### config.mk
export PLATFORM = sky130hd
export DESIGN_NAME = ysyx_25060170_mem_arb
export DESIGN_NICKNAME = d
export VERILOG_FILES = /design/src/rtl/ysyx_25060170_mem_arb.sv
export SDC_FILE = /design/constraint.sdc
export NUM_CORES = 1
export LEC_CHECK = 0
export ABC_AREA = 1
export CELL_PAD_IN_SITES_DETAIL_PLACEMENT = 1
export CELL_PAD_IN_SITES_GLOBAL_PLACEMENT = 2
export CORE_ASPECT_RATIO = 1.4
export CORE_MARGIN = 1.5
export CORE_UTILIZATION = 30
export DETAILED_ROUTE_END_ITERATION = 12
export DONT_BUFFER_PORTS = 1
export PLACE_DENSITY = 0.8
export SYNTH_ARGS = -nofsm -noshare
export SYNTH_HDL_FRONTEND = slang
export SYNTH_SLANG_ARGS = --single-unit
### constraint.sdc
create_clock -name clk -period 1.85 [get_ports clk]
set_input_delay 0.185 -clock clk [delete_from_list [all_inputs] [get_ports clk]]
set_output_delay 0.185 -clock clk [all_outputs]
set_load 0.01 [all_outputs]
### src/rtl/ysyx_25060170_mem_arb.sv
// IFU/LSU arbiter and AXI4-Lite-style bus sequencer: one outstanding transaction,
// alternating priority on ties, registered one-cycle response pulse to the owner.
module ysyx_25060170_mem_arb (
  input  logic        clk,
  input  logic        rst,
  input  logic        if_req_valid,
  output logic        if_req_ready,
  input  logic [31:0] if_addr,
  output logic        if_rsp_valid,
  output logic [31:0] if_rsp_data,
  output logic        if_rsp_err,
  input  logic        ls_req_valid,
  output logic        ls_req_ready,
  input  logic        ls_req_we,
  input  logic [31:0] ls_addr,
  input  logic [31:0] ls_wdata,
  input  logic [3:0]  ls_wstrb,
  output logic        ls_rsp_valid,
  output logic [31:0] ls_rsp_rdata,
  output logic        ls_rsp_err,
  output logic [31:0] araddr,
  output logic        arvalid,
  input  logic        arready,
  input  logic [31:0] rdata,
  input  logic [1:0]  rresp,
  input  logic        rvalid,
  output logic        rready,
  output logic [31:0] awaddr,
  output logic        awvalid,
  input  logic        awready,
  output logic [31:0] wdata,
  output logic [3:0]  wstrb,
  output logic        wvalid,
  input  logic        wready,
  input  logic [1:0]  bresp,
  input  logic        bvalid,
  output logic        bready,
  output logic [2:0]  dbg_state
);

  // Handshake rule: a transfer happens on a rising edge where valid && ready are both
  // high; a source holds valid and payload stable until that edge.
  typedef enum logic [2:0] {
    S_IDLE  = 3'd0,
    S_RD_A  = 3'd1,
    S_RD_D  = 3'd2,
    S_WR_AW = 3'd3,
    S_WR_B  = 3'd4,
    S_RSP   = 3'd5
  } state_e;

  state_e      state_q, state_d;
  logic        last_grant_q, last_grant_d;  // 0 = IFU, 1 = LSU
  logic        owner_q, owner_d;            // 0 = IFU, 1 = LSU
  logic        we_q, we_d;
  logic [31:0] addr_q, addr_d;
  logic [31:0] wdata_q, wdata_d;
  logic [3:0]  wstrb_q, wstrb_d;
  logic        aw_done_q, aw_done_d;
  logic        w_done_q, w_done_d;
  logic [31:0] if_rsp_data_q, if_rsp_data_d;
  logic        if_rsp_err_q, if_rsp_err_d;
  logic [31:0] ls_rsp_rdata_q, ls_rsp_rdata_d;
  logic        ls_rsp_err_q, ls_rsp_err_d;

  logic grant_ls, grant_if, accept, aw_fire, w_fire, both_done;

  // On a tie the requester that lost the previous grant wins.
  assign grant_ls  = ls_req_valid && (!if_req_valid || !last_grant_q);
  assign grant_if  = if_req_valid && !grant_ls;
  assign accept    = if_req_ready || ls_req_ready;
  assign aw_fire   = awvalid && awready;
  assign w_fire    = wvalid && wready;
  assign both_done = (aw_done_q || aw_fire) && (w_done_q || w_fire);

  always_ff @(posedge clk) begin
    if (rst) state_q <= S_IDLE;
    else     state_q <= state_d;
  end

  always_comb begin
    state_d = state_q;
    case (state_q)
      S_IDLE:  if (accept) state_d = (grant_ls && ls_req_we) ? S_WR_AW : S_RD_A;
      S_RD_A:  if (arready) state_d = S_RD_D;
      S_RD_D:  if (rvalid) state_d = S_RSP;
      S_WR_AW: if (both_done) state_d = S_WR_B;
      S_WR_B:  if (bvalid) state_d = S_RSP;
      S_RSP:   state_d = S_IDLE;
      default: state_d = S_IDLE;
    endcase
  end

  always_comb begin
    if_req_ready = (state_q == S_IDLE) && !rst && grant_if;
    ls_req_ready = (state_q == S_IDLE) && !rst && grant_ls;
    arvalid      = (state_q == S_RD_A);
    rready       = (state_q == S_RD_D);
    awvalid      = (state_q == S_WR_AW) && !aw_done_q;
    wvalid       = (state_q == S_WR_AW) && !w_done_q;
    bready       = (state_q == S_WR_B);
    if_rsp_valid = (state_q == S_RSP) && !owner_q;
    ls_rsp_valid = (state_q == S_RSP) && owner_q;
    araddr       = addr_q;
    awaddr       = addr_q;
    wdata        = wdata_q;
    wstrb        = wstrb_q;
    if_rsp_data  = if_rsp_data_q;
    if_rsp_err   = if_rsp_err_q;
    ls_rsp_rdata = ls_rsp_rdata_q;
    ls_rsp_err   = ls_rsp_err_q;
    dbg_state    = state_q;
  end

  always_comb begin
    last_grant_d   = last_grant_q;
    owner_d        = owner_q;
    we_d           = we_q;
    addr_d         = addr_q;
    wdata_d        = wdata_q;
    wstrb_d        = wstrb_q;
    aw_done_d      = aw_done_q;
    w_done_d       = w_done_q;
    if_rsp_data_d  = if_rsp_data_q;
    if_rsp_err_d   = if_rsp_err_q;
    ls_rsp_rdata_d = ls_rsp_rdata_q;
    ls_rsp_err_d   = ls_rsp_err_q;
    case (state_q)
      S_IDLE: if (accept) begin
        last_grant_d = grant_ls;
        owner_d      = grant_ls;
        we_d         = grant_ls && ls_req_we;
        addr_d       = grant_ls ? ls_addr : if_addr;
        wdata_d      = grant_ls ? ls_wdata : 32'h0;
        wstrb_d      = grant_ls ? ls_wstrb : 4'h0;
        aw_done_d    = 1'b0;
        w_done_d     = 1'b0;
      end
      S_RD_D: if (rvalid) begin
        if (owner_q) begin
          ls_rsp_rdata_d = rdata;
          ls_rsp_err_d   = (rresp != 2'b00);
        end else begin
          if_rsp_data_d = rdata;
          if_rsp_err_d  = (rresp != 2'b00);
        end
      end
      S_WR_AW: begin
        // Flags are cleared once both sides complete so the next store starts clean.
        aw_done_d = both_done ? 1'b0 : (aw_done_q || aw_fire);
        w_done_d  = both_done ? 1'b0 : (w_done_q || w_fire);
      end
      S_WR_B: if (bvalid) begin
        ls_rsp_rdata_d = 32'h0;
        ls_rsp_err_d   = (bresp != 2'b00);
      end
      default: ;
    endcase
  end

  always_ff @(posedge clk) begin
    if (rst) begin
      last_grant_q   <= 1'b0;
      owner_q        <= 1'b0;
      we_q           <= 1'b0;
      addr_q         <= 32'h0;
      wdata_q        <= 32'h0;
      wstrb_q        <= 4'h0;
      aw_done_q      <= 1'b0;
      w_done_q       <= 1'b0;
      if_rsp_data_q  <= 32'h0;
      if_rsp_err_q   <= 1'b0;
      ls_rsp_rdata_q <= 32'h0;
      ls_rsp_err_q   <= 1'b0;
    end else begin
      last_grant_q   <= last_grant_d;
      owner_q        <= owner_d;
      we_q           <= we_d;
      addr_q         <= addr_d;
      wdata_q        <= wdata_d;
      wstrb_q        <= wstrb_d;
      aw_done_q      <= aw_done_d;
      w_done_q       <= w_done_d;
      if_rsp_data_q  <= if_rsp_data_d;
      if_rsp_err_q   <= if_rsp_err_d;
      ls_rsp_rdata_q <= ls_rsp_rdata_d;
      ls_rsp_err_q   <= ls_rsp_err_d;
    end
  end

endmodule
==> reports/summary.md <==
The flow ran to the end, and the final reports show no timing, DRC or antenna violations. Timing analysis after detailed placement gives a worst setup slack of 0.212 ns. Biggest area consumer among synthesized cells: dfxtp_1. The weighted congestion at the end of routability-driven global placement is 0.722, and the max-capacitance violation count is 0. The average instance area after synthesis was 7.18 um^2. The total count of hold-check failures in the final report is 0, and the fraction of final layout cells with drive strength greater than 1 is 9.53%. The logs give 4 for the number of levels the H-tree was split into and 59 for the number of standard-cell rows in the floorplan. On the final layout, the worst hold slack is 0.0307 ns. Number of antenna violations at the first check in global routing: 0.

The violation count after the first detailed-routing iteration came out at 226. Peak per-stage delay on the critical path: 0.39 ns. Summing all multi-input logic gate instances after layout gives 2450 um^2. Sequential elements use 48.6% of the synthesized area. VDD sags by at most 0.644 mV. Headroom to the max-slew limit came out at 68.6%.

The worst reg-to-reg path cell count works out to 7. For this design the total switching power over the nets is 3.79 mW. For the static leakage power, the log shows 2.96 nW. The clock net in this run drives a total of 140 sinks. The min-delay analysis places its worst path in the category in2reg. The critical path is of the reg2out type. Across the whole layout, storage elements account for 2810 um^2.

The post-synthesis instance area was 5770 um^2; the overall routing resource usage was 19.0%. The routed design has 20.1 mm of wire. In the synthesized netlist, the number of instances is 803. In this run, CTS created clock tree buffers numbering 17. The tools report the area enclosed by the die boundary as 20,100 um^2. The number of I/O port buffers is 0, and the depth of the worst hold-timing path is 3. Before antenna repair, the detailed router went through 4 iterations.

TritonCTS built the clock tree. At the worst endpoint, the required time is 1.66 ns. For this run, design rule violations remaining after detail routing come to 0. For the overflow left after global routing, the log shows 0. Relative to the synthesized area, the layout overhead comes to 26.1%. For this run, the post-layout net count is 983.

After filler insertion, the fill cell instance count of the layout stands at 2,274. Cell internal power was estimated by the tool at 6.28 mW. The wire-length estimate of the detail-placed layout is 13.1 mm. Using the TritonRoute via totals, the vias-per-cell ratio works out to 4.95. Setup violations remaining at the end of the flow were counted as 0. In the finished design, the share of the clock period the worst path needs comes to 94.6%.

The slowest stage of the critical path belongs to the cell dfxtp_4. During I/O placement, the number of pins put on the boundary was 324. The die is 167 um tall. The register share of total power is 44.2%. Clock tree synthesis selected as its root buffer the cell clkbuf_16. The floorplan step set the die width to 120 um. The maximum fanout count along the critical path is 19. The area fraction of the dominant cell type after synthesis was 48.6%.

In this run the power density over the cells is 1380 nW/um^2. The tools report the total count of max-transition violations in the final report as 0. For this configuration, the core starts out at a cell density of 30.9%. During synthesis, Yosys emitted a total of 0 warnings. The combinational share of power came out at 23.5%. The most numerous cell type found on the critical path is nor2_4.

The first global-routing pass estimated 30.0 mm of wire. Of the total power, the share spent switching nets is 37.6%. Counting flops and latches in the post-synthesis netlist gives 140. Kind of start point of the critical path: a flop. The total via count in the routed design was 5,424. For the pin with the worst max-slew slack, the measured transition is 0.470 ns. The number of gates on the worst path with buffers counted is 6, and the count of nets left with antenna violations after detail routing is 0. The clock group share of total power was 32.3%. After clock tree synthesis, the clock-pin slew on the worst setup and hold paths is 0.07 ns. The maximum clock insertion buffer count was 2; the final routed wire length divided by cell count was 18.3 um. Yosys mapped the design onto 22 distinct sky130hd cell types. Yosys attributes the largest share of cell area to dfxtp_1, nand2_1, a21oi_1, nor2_1, o21ai_0. The area of the placeable core is 18,700 um^2.

Entering global routing, the biggest net connects 72 pins. Timing would allow up to 0.571 GHz. Counting both buffers and inverters, the worst setup path holds a total of 2. At the later pin of the worst-skew pair, clock insertion delay measures 0.41 ns.

Traced cell by cell, the critical path runs through nor2_4 -> nand2_2 -> nor2_4 -> inv_1 -> nor2_4 -> buf_12. Once layout is complete, the cells apart from fillers number 1,096. The worst path in the final design needs a cycle of 1.75 ns, including I/O delays and setup. The tools report the via count of the first global-routing pass as 5,494. Data arrives at the worst endpoint at 1.57 ns.

The run gives 949 as the number of nets in the synthesized netlist. Final worst setup slack: 0.100 ns. For the total instance count after detailed placement, the log shows 988. The worst clock skew is 0.00987 ns. The endpoint kind of the worst setup timing path was an output port. The cell family contributing the most delay on the critical path is simple AND/OR/NAND/NOR gates.
==> final cells by class <==
| cell class | count | area share, % |
|---|---|---|
| Antenna cell | 2 | 0.0688 |
| Tap cell | 244 | 4.20 |
| Clock buffer | 17 | 5.85 |
| Sequential cell | 140 | 38.6 |
| Clock inverter | 15 | 1.81 |
| Timing Repair Buffer | 101 | 14.8 |
| Multi-Input combinational cell | 557 | 33.6 |
| Inverter | 20 | 1.03 |
==> power groups by stage <==
stage          Combinational, mW  Sequential (mW)  Clock [mW]
2_1_floorplan               1.84             4.22           0
3_3_place_gp                2.11             4.51           0
3_5_place_dp                2.15             4.51           0
4_1_cts                     2.33             4.46        3.35
5_1_grt                     2.68             4.53        3.48
6_report                    2.37             4.45        3.25
==> metrics by stage <==
step / utilization [%] / area, um^2 / total power, mW / setup TNS, ns
4_1_cts: 38.6 / 7210 / 10.1 / -0.0377
3_5_place_dp: 31.6 / 5910 / 6.67 / 0
3_3_place_gp: 31.6 / 5910 / 6.63 / 0
5_1_grt: 38.9 / 7270 / 10.7 / -0.00325
6_report: 38.9 / 7270 / 10.1 / 0
2_1_floorplan: - / 5770 / 6.06 / 0
==> metal layers <==
metal | track usage [%] | vias to the layer above | routed length (um)
li1 | - | 2650 | -
met1 | 20.6 | 2556 | 7910
met2 | 34.3 | 195 | 10400
met3 | 5.96 | 23 | 1330
met4 | 6.94 | 0 | 437
met5 | 0 | - | 0
==> state kept, by name (all words and copies together), names as in the netlist, 3 cells and up <==
name,count
dbg_state,3
wdata,32
wstrb,4
ls_rsp_rdata,32
araddr,32
if_rsp_data,32
==> synthesized netlist by cell type <==
master    count
nand3b_1      1
inv_1        16
buf_2        12
nor3_4        1
clkbuf_2      1
clkbuf_1     34
buf_1         4
nor2_1      141
nor3_1       34
o21ai_0      70
dfxtp_1     140
inv_2         4
nand4_1       1
nand3_1       8
a21oi_1     109
o21ai_4       1
nand2_1     183
o21ai_1       2
o21ai_2       1
nor2_2        3
nand2_2       2
buf_4        35
==> worst reg2reg max path, delay by kind of cell, from the launching register on <==
family | cells | cell delay [ns]
AOI/OAI and AO/OA | 2 | 0.29
DFF | 1 | 0.40
and+or+nand+nor | 3 | 0.44
buffers and inverters | 2 | 0.39
==> cell families (layout without fill, tap and decap cells) <==
logic type,count (synthesis),in the layout,share of synthesized area [%]
simple gates,374,374,25.8
compound gates,183,183,16.1
flops,140,140,48.6
buf+inv,106,153,9.46
other cells,0,2,0
==> layout by cell type (no fill, tap or decap), drive strengths merged, types with 2 or more instances in the layout <==
cell / netlist / layout
dlygate4sd3: 0 / 71
o21ai: 74 / 74
nor3: 35 / 35
clkinvlp: 0 / 2
a21oi: 109 / 109
nand2: 185 / 185
nor2: 144 / 144
dfxtp: 140 / 140
diode: 0 / 2
clkbuf: 35 / 18
nand3: 8 / 8
inv: 20 / 27
buf: 51 / 29
clkinv: 0 / 6
==> worst paths after layout <==
path / startpoint / to / slack (ns)
worst min-delay path: awready / w_done_q$_SDFFE_PP0P_ / 0.03
worst min register to register: wdata[15]$_SDFFE_PP0P_ / wdata[15]$_SDFFE_PP0P_ / 0.51
worst max register to register: dbg_state[1]$_SDFFE_PP0P_ / ls_rsp_rdata[2]$_SDFFE_PP0P_ / 0.25
worst max-delay path: dbg_state[0]$_SDFFE_PP0P_ / ls_req_ready / 0.1
==> what timing repair did <==
action / CTS / global route
setup endpoints to repair: 4 / 4
buffers inserted: 0 / 1
gates resized for setup: 3 / 7
pin swaps: 0 / 1
cloned: 0 / 1
hold buffers: 72 / 0
endpoints found under the hold margin: 105 / 0
No activity file was read; power rests on OpenSTA's default activity.
